<file path="src/rtl/countdown_timer.sv">
`default_nettype none
// ============================================================================
// Module      : countdown_timer
// Description : Loadable down-counter with valid/ready period load, ena-gated
//               decrement, abort, and a one-cycle done pulse on expiry.
//               Optional periodic auto-reload under COUNTDOWN_RELOAD_EN.
// Revision    : 1.0 - initial release
// ============================================================================
module countdown_timer #(
    parameter  int T = 5000000,
    localparam int W = $clog2(T + 1)
) (
    input  logic         clk,
    input  logic         rst,
    input  logic         ena,
    input  logic         load_valid,
    input  logic [W-1:0] load_value,
    output logic         load_ready,
    input  logic         abort,
`ifdef COUNTDOWN_RELOAD_EN
    input  logic         reload,
`endif
    output logic [W-1:0] count,
    output logic         busy,
    output logic         done
);

    localparam logic [W-1:0] c_tmax = W'(T);

    typedef enum logic [1:0] {
        S_IDLE   = 2'd0,
        S_RUN    = 2'd1,
        S_EXPIRE = 2'd2
    } state_t;

    state_t       r_state;
    logic [W-1:0] r_count;
    logic         r_busy;
    logic         r_done;
    logic         r_load_ready;
    logic [W-1:0] w_load_clamped;
`ifdef COUNTDOWN_RELOAD_EN
    logic [W-1:0] r_period;
    logic         w_do_reload;
`endif

    assign w_load_clamped = (load_value > c_tmax) ? c_tmax : load_value;

`ifdef COUNTDOWN_RELOAD_EN
    assign w_do_reload = reload && !abort && (r_period != '0);
`endif

    // Outputs are registered alongside the state so they always match it.
    always_ff @(posedge clk or posedge rst) begin
        if (rst) begin
            r_state      <= S_IDLE;
            r_count      <= '0;
            r_busy       <= 1'b0;
            r_done       <= 1'b0;
            r_load_ready <= 1'b1;
`ifdef COUNTDOWN_RELOAD_EN
            r_period     <= '0;
`endif
        end else begin
            r_done <= 1'b0;
            case (r_state)
                S_IDLE: begin
                    if (load_valid) begin
                        r_count      <= w_load_clamped;
                        r_busy       <= 1'b1;
                        r_load_ready <= 1'b0;
`ifdef COUNTDOWN_RELOAD_EN
                        r_period     <= w_load_clamped;
`endif
                        if (w_load_clamped != '0) begin
                            r_state <= S_RUN;
                        end else begin
                            r_state <= S_EXPIRE;
                            r_done  <= 1'b1;
                        end
                    end
                end
                S_RUN: begin
                    if (abort) begin
                        r_count      <= '0;
                        r_state      <= S_IDLE;
                        r_busy       <= 1'b0;
                        r_load_ready <= 1'b1;
                    end else if (ena) begin
                        if (r_count > W'(1)) begin
                            r_count <= r_count - W'(1);
                        end else begin
                            // Covers count==1; also a safe exit should count ever read 0.
                            r_count <= '0;
                            r_state <= S_EXPIRE;
                            r_done  <= 1'b1;
                        end
                    end
                end
                S_EXPIRE: begin
`ifdef COUNTDOWN_RELOAD_EN
                    if (w_do_reload) begin
                        r_count <= r_period;
                        r_state <= S_RUN;
                    end else begin
                        r_state      <= S_IDLE;
                        r_busy       <= 1'b0;
                        r_load_ready <= 1'b1;
                    end
`else
                    r_state      <= S_IDLE;
                    r_busy       <= 1'b0;
                    r_load_ready <= 1'b1;
`endif
                end
                default: begin
                    r_state      <= S_IDLE;
                    r_count      <= '0;
                    r_busy       <= 1'b0;
                    r_load_ready <= 1'b1;
                end
            endcase
        end
    end

    assign count      = r_count;
    assign busy       = r_busy;
    assign done       = r_done;
    assign load_ready = r_load_ready;

endmodule
`default_nettype wire
</file>
<file path="config.mk">
export PLATFORM = sky130hd
export DESIGN_NAME = countdown_timer
export DESIGN_NICKNAME = d
export VERILOG_FILES = /design/src/rtl/countdown_timer.sv
export SDC_FILE = /design/constraint.sdc
export NUM_CORES = 1
export LEC_CHECK = 0
export CORE_ASPECT_RATIO = 1.5
export CORE_UTILIZATION = 46
export CTS_CLUSTER_DIAMETER = 200
export DETAILED_ROUTE_END_ITERATION = 6
export DONT_BUFFER_PORTS = 1
export HOLD_SLACK_MARGIN = 0.05
export PLACE_DENSITY = 0.58
export RECOVER_POWER = 100
export SKIP_CTS_REPAIR_TIMING = 1
export SYNTH_ARGS = -nofsm -noshare
export SYNTH_HDL_FRONTEND = slang
export SYNTH_SLANG_ARGS = --single-unit
</file>
<file path="constraint.sdc">
create_clock -name clk -period 3.57 [get_ports clk]
set_input_delay 0.5355 -clock clk [delete_from_list [all_inputs] [get_ports clk]]
set_output_delay 0.5355 -clock clk [all_outputs]
set_load 0.005 [all_outputs]
</file>
; ---- Yosys cells after proc, flatten, opt, wreduce, memory -nomap -nowiden
; Index checks and enable logic that the tools add are counted.
[op_classes]
n_addsub = 1
reduce_logical = 5
n_mux = 24
n_eq_ne = 6
n_bitwise = 1
magnitude_cmp = 2
[ops]
columns = op, n
row1 = 2-to-1 mux 23 bit, 5
row2 = one-hot mux 23 bit (3 select lines), 1
row3 = > comparator 23 x 1 -> 1 bit (second input constant), 1
row4 = > comparator 23 bit (second input constant), 1
row5 = nonzero test 23 bit, 1
row6 = subtractor 23 x 1 -> 23 bit (second input constant), 1
row7 = 2-to-1 mux 2 bit, 5
row8 = 2-to-1 mux 1 bit, 9
row9 = != test 3 bit (second input constant), 2
row10 = one-hot mux 1 bit (2 select lines), 3
row11 = AND reduction 3 bit, 2
row12 = != test 2 bit (second input constant), 2
row13 = one-hot mux 2 bit (2 select lines), 1
row14 = equality test 2 x 1 -> 1 bit (second input constant), 1
row15 = equality test 2 bit (second input constant), 1
row16 = logical NOT 2 bit, 1
row17 = AND reduction 2 bit, 1
row18 = inverter 1 bit, 1
[totals]
out_inout_bits = 26
ff_bits = 28
wordCells = 44

; ---- Depth between registers and ports, before layout
; Gate-level depths: netlist of run 1.
[depth]
word_depth = 6
mapped_depth = 7

; ---- Worst setup path after synthesis of run 1
; OpenSTA, ideal clock, no wires.
[synth_timing]
path_kind = reg2reg
start = register r_count[0] (netlist: count[0])
end = register r_count[20] (netlist: count[20])
path_stages_with_launch = 8
path_slack_ps = 1571
setup_time_ps = 124
arrival_time_ps = 1875
required_time_ps = 3446
path_buffers = 0
path_cell_list = dfrtp_1 inv_1 ha_1 nor3b_1 nand3_1 o41ai_1 a21oi_1 a211o_1
[synth_between]
elab_chain_cells = 5
[synth_rtl]
columns = element, line
row1 = from (decl), 37  ; logic [W-1:0] r_count;
row2 = from (signal assigned), 69  ; r_count <= w_load_clamped;
row3 = from (signal assigned), 91  ; r_count <= r_count - W'(1);
row4 = subtractor 23 x 1 -> 23 bit or > comparator 23 x 1 -> 1 bit (tied branches), "91, 90"
row5 = 2-to-1 mux 23 bit (*), 90  ; if (r_count > W'(1)) begin
row6 = 2-to-1 mux 23 bit (*), 89  ; end else if (ena) begin
row7 = 2-to-1 mux 23 bit (*), 84  ; if (abort) begin
row8 = one-hot mux 23 bit (3 select lines) (*), 66  ; case (r_state)
; Every way passes the cells marked *; elsewhere a longest branch is shown, timed or not. The select of a mux whose other input is x is not followed.
; A chain may end at the register's enable or synchronous reset.

; ---- Worst setup path in the final report of run 1
[layout_timing]
start = register r_count[12] (netlist: count[12])
end = register r_count[4] (netlist: count[4])
[layout_between]
elab_chain_cells = 5
[layout_rtl]
columns = element, line
row1 = > comparator 23 x 1 -> 1 bit, 90
row2 = 2-to-1 mux 23 bit, 90
row3 = 2-to-1 mux 23 bit, 89
row4 = 2-to-1 mux 23 bit, 84
row5 = one-hot mux 23 bit (3 select lines), 66
; Every way passes these cells. The select of a mux whose other input is x is not followed.

==> results of run 1 <==
flip-flops by register name (all words and copies together), names as in the netlist:
name	count
busy	1
count	23
done	1
load_ready	1
r_state	2
final cells by class:
class,count,area [um2],area share
Tap cell,45,56.3,0.0288
Multi-Input combinational cell,173,1120,0.570
Inverter,3,11.3,0.00575
Timing Repair Buffer,4,26.3,0.0134
Sequential cell,28,702,0.359
Clock buffer,4,45.0,0.0230
metal layers:
| metal | vias to the layer above | share of wire | wire [um] |
|---|---|---|---|
| li1 | 833 | - | - |
| met1 | 866 | 0.38 | 2140 |
| met2 | 91 | 0.51 | 2860 |
| met3 | 16 | 0.084 | 477 |
| met4 | 0 | 0.031 | 178 |
| met5 | - | 0 | 0 |
report_power, final:
group / total (mW) / switching (mW) / internal (mW)
sequential: 0.504 / 0.124 / 0.380
combinational: 0.350 / 0.205 / 0.145
clock: 0.182 / 0.102 / 0.0802
cell families (layout without fill, tap and decap cells):
group / Yosys count / in the layout / share of synthesized area
simple gates: 95 / 95 / 0.282
compound gates: 70 / 70 / 0.278
flops: 28 / 28 / 0.374
buf+inv: 11 / 11 / 0.0260
xor+xnor: 6 / 6 / 0.0280
fa+ha+maj: 2 / 2 / 0.0133
final timing paths:
| check | start | to | cells past startpoint |
|---|---|---|---|
| min in group asynchronous | rst | count[18]$_DFFE_PP0P_ | 1 |
| hold reg to reg | r_state[1]$_DFFE_PP0P_ | busy$_DFFE_PP0P_ | 1 |
| setup reg to reg | count[12]$_DFFE_PP0P_ | count[4]$_DFFE_PP0P_ | 6 |
| setup / recovery | count[12]$_DFFE_PP0P_ | count[4]$_DFFE_PP0P_ | 6 |
| max in group asynchronous | rst | count[1]$_DFFE_PP0P_ | 1 |
| hold / removal | load_value[13] | count[13]$_DFFE_PP0P_ | 1 |
through the flow:
| step | power (mW) | instance area [um2] | cells |
|---|---|---|---|
| 2_1_floorplan | 0.761 | 1880 | 212 |
| 3_3_place_gp | 0.856 | 1930 | 253 |
| 3_5_place_dp | 0.866 | 1930 | 253 |
| 4_1_cts | 1.05 | 1970 | 257 |
| 5_1_grt | 1.10 | 1960 | 257 |
| 6_report | 1.04 | 1960 | 257 |
cell usage in the layout (no fill, tap or decap), drive strengths merged, types with 2 or more instances in the layout:
| cell type | count |
|---|---|
| dfrtp | 27 |
| nand2 | 16 |
| nor2 | 15 |
| nand3 | 14 |
| o21ai | 14 |
| a221o | 12 |
| a21oi | 11 |
| nor3 | 9 |
| nor4 | 9 |
| or3 | 7 |
| o211ai | 5 |
| a22oi | 5 |
| clkbuf | 5 |
| or2 | 5 |
| nand2b | 4 |
| o41ai | 4 |
| xor2 | 4 |
| o22ai | 4 |
| nand4 | 3 |
| a211o | 3 |
| inv | 3 |
| buf | 3 |
| nor3b | 2 |
| a211oi | 2 |
| and3 | 2 |
| o31ai | 2 |
| or4 | 2 |
| xnor2 | 2 |
| and2 | 2 |
| ha | 2 |
worst register-to-register path, cell delays in order (launching register included):
cell      delay [ns]
dfrtp_1         0.47
nor3_1          0.50
nand4b_1        0.35
o21ai_2         0.47
clkbuf_1        0.47
o21ai_0         0.18
a221o_1         0.32
==> results by group, run 1 <==
Status
  • Run status: complete, no violations

Setup path
  • CP required: 3.74 ns
  • Largest stage delay, worst path: 0.50 ns
  • Largest delay share family, worst path: compound AO/OA/AOI/OAI gates
  • Largest fanout on the critical path: 12
  • Critical path class: register to register
  • Setup crit start kind: register
  • Critical path, cell by cell: nor3_1 -> nand4b_1 -> o21ai_2 -> clkbuf_1 -> o21ai_0 -> a221o_1
  • Data arrival time at the worst-slack endpoint: 3.04 ns
  • Worst R2R Setup Slack: 0.71 ns
  • Buffer and inverter count on the worst path: 1
  • Critical-path cell with the highest stage delay: nor3_1
  • Critical Path End Type: register

Die
  • Die Area: 4350 um2
  • I/O pin count: 54
  • Number of standard-cell rows in the floorplan: 28
  • Floorplan core area: 3920 um2
  • Die width: 54.2 um
  • Effective utilization at floorplan: 0.479
  • Die extent in y: 80.3 um

Clock tree
  • # clock sinks: 28
  • Deepest clock path buffer count: 2
  • Clock tree from TritonCTS: yes
  • Num CTS Buffers: 3
  • H-Tree Depth: 1
  • Clock root cell: clkbuf_8
  • Clock slew at reported path FFs: 0.10 ns
  • Source-to-sink clock delay at the later pin of the worst-skew pair: 0.28 ns

Yosys
  • Number of enable-type register cells in the synthesized netlist: 0
  • Syn Std Cell Area: 1880 um2
  • Yosys warnings: 0
  • Synthesized area per cell: 8.86 um2
  • Share of async-settable or async-resettable flops after synthesis: 1.00
  • Fraction of post-synthesis cell area in the top cell type by area: 0.360
  • Net count after synthesis: 242
  • Most frequent cell after synthesis: dfrtp_1
  • Count of mapped cells out of synthesis: 212
  • Cell types occupying the most area after synthesis: dfrtp_1 36%, a221o_1 6.4%, nand3_1 3.5%
  • Leading cell types by count after synthesis: 27 x dfrtp_1, 16 x nand2_1, 15 x nor2_1, 13 x nand3_1, 12 x a221o_1
  • Flip-flop cell with the highest count after synthesis: dfrtp_1
  • FF+latch count, synth: 28
  • Part of the Yosys area used for sequential elements: 0.374
  • Distinct cells, synth: 53
  • Area leader, netlist: dfrtp_1

Layout
  • Final core utilization: 0.499
  • Fraction of layout instances using a drive strength above 1: 0.0613
  • Fillcell total: 390
  • Synthesis-to-layout area growth: 4.13%
  • Ant diodes: 0
  • Number of nets in the final layout: 243

Global route
  • Pin count of the biggest net entering global routing: 29
  • Number of antenna violations at the first check in global routing: 0
  • Global route hottest layer: met2
  • Met3 Use GR: 0.0587
  • Via count of the first global-routing pass: 1859
  • Overall routing resource usage: 0.276
  • Global route overflow: 0
  • Met1 capacity usage during global routing: 0.325
  • Met2 global-route usage: 0.457
  • Global-route wire length before repair: 8770 um

Timing
  • Share of the clock period used by the worst path: 0.802
  • Final Hold Slack: 0.375 ns
  • Fin worst setup slack: 0.708 ns
  • Setup violators final: 0
  • Worst relative slew slack: 0.255
  • Max Fclk: 349 MHz
  • Clock tree skew after final layout: 0.00983 ns
  • TNS Setup: 0 ns
  • Worst Tran Pin Value: 1.12 ns
  • RSZ-0062 raised after global routing: no
  • Final Max Slew Viols: 0
  • Final period demand of the worst path: 2.86 ns
  • Fin. Hold Viols: 0

Drt
  • Post-detailed-route wirelength per cell: 22.0 um
  • Vias per Instance: 7.03
  • DRT antenna net count: 0
  • Detailed-router iteration count before antenna repair: 4
  • Routed WL: 5650 um
  • Via total after detailed routing: 1806
  • Count of unresolved DRC violations after routing: 0
  • Initial DRC Count: 88

Placed design
  • Half-perimeter wire length after placement: 4180 um
  • Final weighted congestion in routability-driven placement: 0.906
  • Count of port buffers added during placement: 0
  • Setup slack after placement: 1.00 ns

Pwr
  • Reported leakage power: 0.732 nW
  • Cell Pwr Density: 529 nW/um2
  • Peak VDD IR: 0.000303 V

Flow run
  • Max_cap viols: 0

Hold path
  • HP Class: input pin to register
Power figures use the tool's default switching activity.
==> run 2, diff against run 1 <==
--- a/config.mk
+++ b/config.mk
@@ -11,7 +11,7 @@
 export DETAILED_ROUTE_END_ITERATION = 6
 export DONT_BUFFER_PORTS = 1
 export HOLD_SLACK_MARGIN = 0.05
-export PLACE_DENSITY = 0.58
+export PLACE_DENSITY = 0.6
 export RECOVER_POWER = 100
 export SKIP_CTS_REPAIR_TIMING = 1
 export SYNTH_ARGS = -nofsm -noshare
==> constraint.sdc (replaced) <==
create_clock -name clk -period 2.4 [get_ports clk]
set_input_delay 0.36 -clock clk [delete_from_list [all_inputs] [get_ports clk]]
set_output_delay 0.36 -clock clk [all_outputs]
set_load 0.005 [all_outputs]
==> results by group, run 2 (synthesized netlist as in run 1, its figures left out) <==
Layout
  • Fraction of layout instances using a drive strength above 1: 0.114
  • Final cell area excluding filler cells: 2070 um2
  • Number of nets in the final layout: 259
  • Flip-flop count of the largest register, all copies and words added: 23
  • Ant diodes: 0
  • Top library cells by usage in the layout, fill and taps aside: 27 x dfrtp_1, 16 x nand2_1, 15 x nor2_1, 13 x nand3_1, 12 x a221o_1
  • Most common cell after layout, fill and taps aside: dfrtp_1
  • Synthesis-to-layout area growth: 10.4%

Clock tree
  • Clock slew at reported path FFs: 0.10 ns
  • Clock root cell: clkbuf_8
  • H-Tree Depth: 1
  • Num CTS Buffers: 3
  • # clock sinks: 28
  • Source-to-sink clock delay at the later pin of the worst-skew pair: 0.28 ns
  • Deepest clock path buffer count: 2
  • Clock tree from TritonCTS: yes

Timing
  • Clock tree skew after final layout: 0.00315 ns
  • Fin worst setup slack: 0.148 ns
  • Share of the clock period used by the worst path: 0.939
  • Worst relative slew slack: -0.0284
  • Final Max Slew Viols: 29
  • Max Fclk: 444 MHz
  • RSZ-0062 raised after global routing: no
  • Final period demand of the worst path: 2.25 ns
  • Worst Tran Pin Value: 1.54 ns
  • Fin. Hold Viols: 0
  • Final Hold Slack: 0.195 ns
  • TNS Setup: 0 ns
  • Setup violators final: 0

Global route
  • Global route overflow: 0
  • Number of antenna violations at the first check in global routing: 0
  • Overall routing resource usage: 0.285
  • Global-route wire length before repair: 8850 um
  • Via count of the first global-routing pass: 1853
  • Pin count of the biggest net entering global routing: 29

Die
  • Effective utilization at floorplan: 0.479
  • Die extent in y: 80.3 um
  • I/O pin count: 54
  • Floorplan core area: 3920 um2
  • Number of standard-cell rows in the floorplan: 28
  • Die Area: 4350 um2
  • Die width: 54.2 um

Drt
  • Routed WL: 5850 um
  • Vias per Instance: 6.94
  • Initial DRC Count: 56
  • DRT antenna net count: 0
  • Via total after detailed routing: 1895
  • Count of unresolved DRC violations after routing: 0
  • Detailed-router iteration count before antenna repair: 4
  • Post-detailed-route wirelength per cell: 21.4 um

Setup path
  • Data arrival time at the worst-slack endpoint: 2.45 ns
  • Setup crit start kind: register
  • CP required: 2.60 ns
  • Critical Path End Type: register
  • Critical path class: register to register
  • Largest fanout on the critical path: 14

Placed design
  • Count of port buffers added during placement: 0
  • Half-perimeter wire length after placement: 4520 um
  • Placed standard-cell area: 2050 um2
  • Final weighted congestion in routability-driven placement: 0.859
  • Setup slack after placement: 0.0986 ns

Status
  • Run status: complete, but fails checks
  • Violations in the final reports: capacitance limit, slew limit

Pwr
  • Cell Pwr Density: 800 nW/um2
  • Peak VDD IR: 0.000387 V
  • Reported leakage power: 0.790 nW

Hold path
  • HP Class: input pin to register

Flow run
  • Max_cap viols: 1
[run 2: cell types whose count changed in the layout (fill, tap and decap cells not counted), moves of 2 or more]
| cell | previous run | this run |
|---|---|---|
| buf_4 | 3 | 10 |
| clkbuf_2 | 0 | 2 |
| o21ai_0 | 12 | 7 |
| clkbuf_1 | 2 | 8 |
| o21ai_1 | 1 | 6 |
[run 2: cell type report]
cell class                 count  area (um2)
fill                         390        1850
multi-input combinational    173        1130
inverter                       3        11.3
sequential                    28         702
tap                           45        56.3
timing repair buffer          20         115
clock buffer                   4        55.1
[run 2: stage by stage]
stage,power (mW),cells,util
after floorplan,1.13,212,-
final,1.66,273,0.529
after CTS,1.69,273,0.536
after global routing,1.76,273,0.529
after detailed placement,1.38,269,0.522
after global placement,1.36,269,0.522
[run 2: per-layer routing]
metal	vias up	part of all wire	global-route usage
li1	867	-	-
met1	934	0.37	0.321
met2	78	0.53	0.490
met3	16	0.058	0.0398
met4	0	0.040	0.154
met5	-	0	0
[run 2: worst max-delay path, stage by stage, from the launching register on]
cell      delay (ns)
dfrtp_1         0.45
or3_1           0.39
a21oi_1         0.66
clkbuf_2        0.46
a22oi_1         0.12
o21ai_0         0.10
[run 2: path summary, 6_finish.rpt]
path / to / cells after the start / start / slack [ns]
worst min-delay path: count[13]$_DFFE_PP0P_ / 1 / load_value[13] / 0.20
max in group asynchronous: count[10]$_DFFE_PP0P_ / 2 / rst / 1.02
min in group asynchronous: busy$_DFFE_PP0P_ / 2 / rst / 0.49
worst min register to register: busy$_DFFE_PP0P_ / 1 / r_state[1]$_DFFE_PP0P_ / 0.54
worst max register to register: count[22]$_DFFE_PP0P_ / 5 / r_state[1]$_DFFE_PP0P_ / 0.15
worst max-delay path: count[22]$_DFFE_PP0P_ / 5 / r_state[1]$_DFFE_PP0P_ / 0.15
[run 2: power breakdown]
part           total (mW)  leakage, nW  internal, mW  switching, mW
Combinational       0.639        0.405         0.276          0.362
Sequential          0.720        0.357         0.566          0.154
Clock               0.301       0.0288         0.147          0.154
Total                1.66        0.790         0.990          0.670
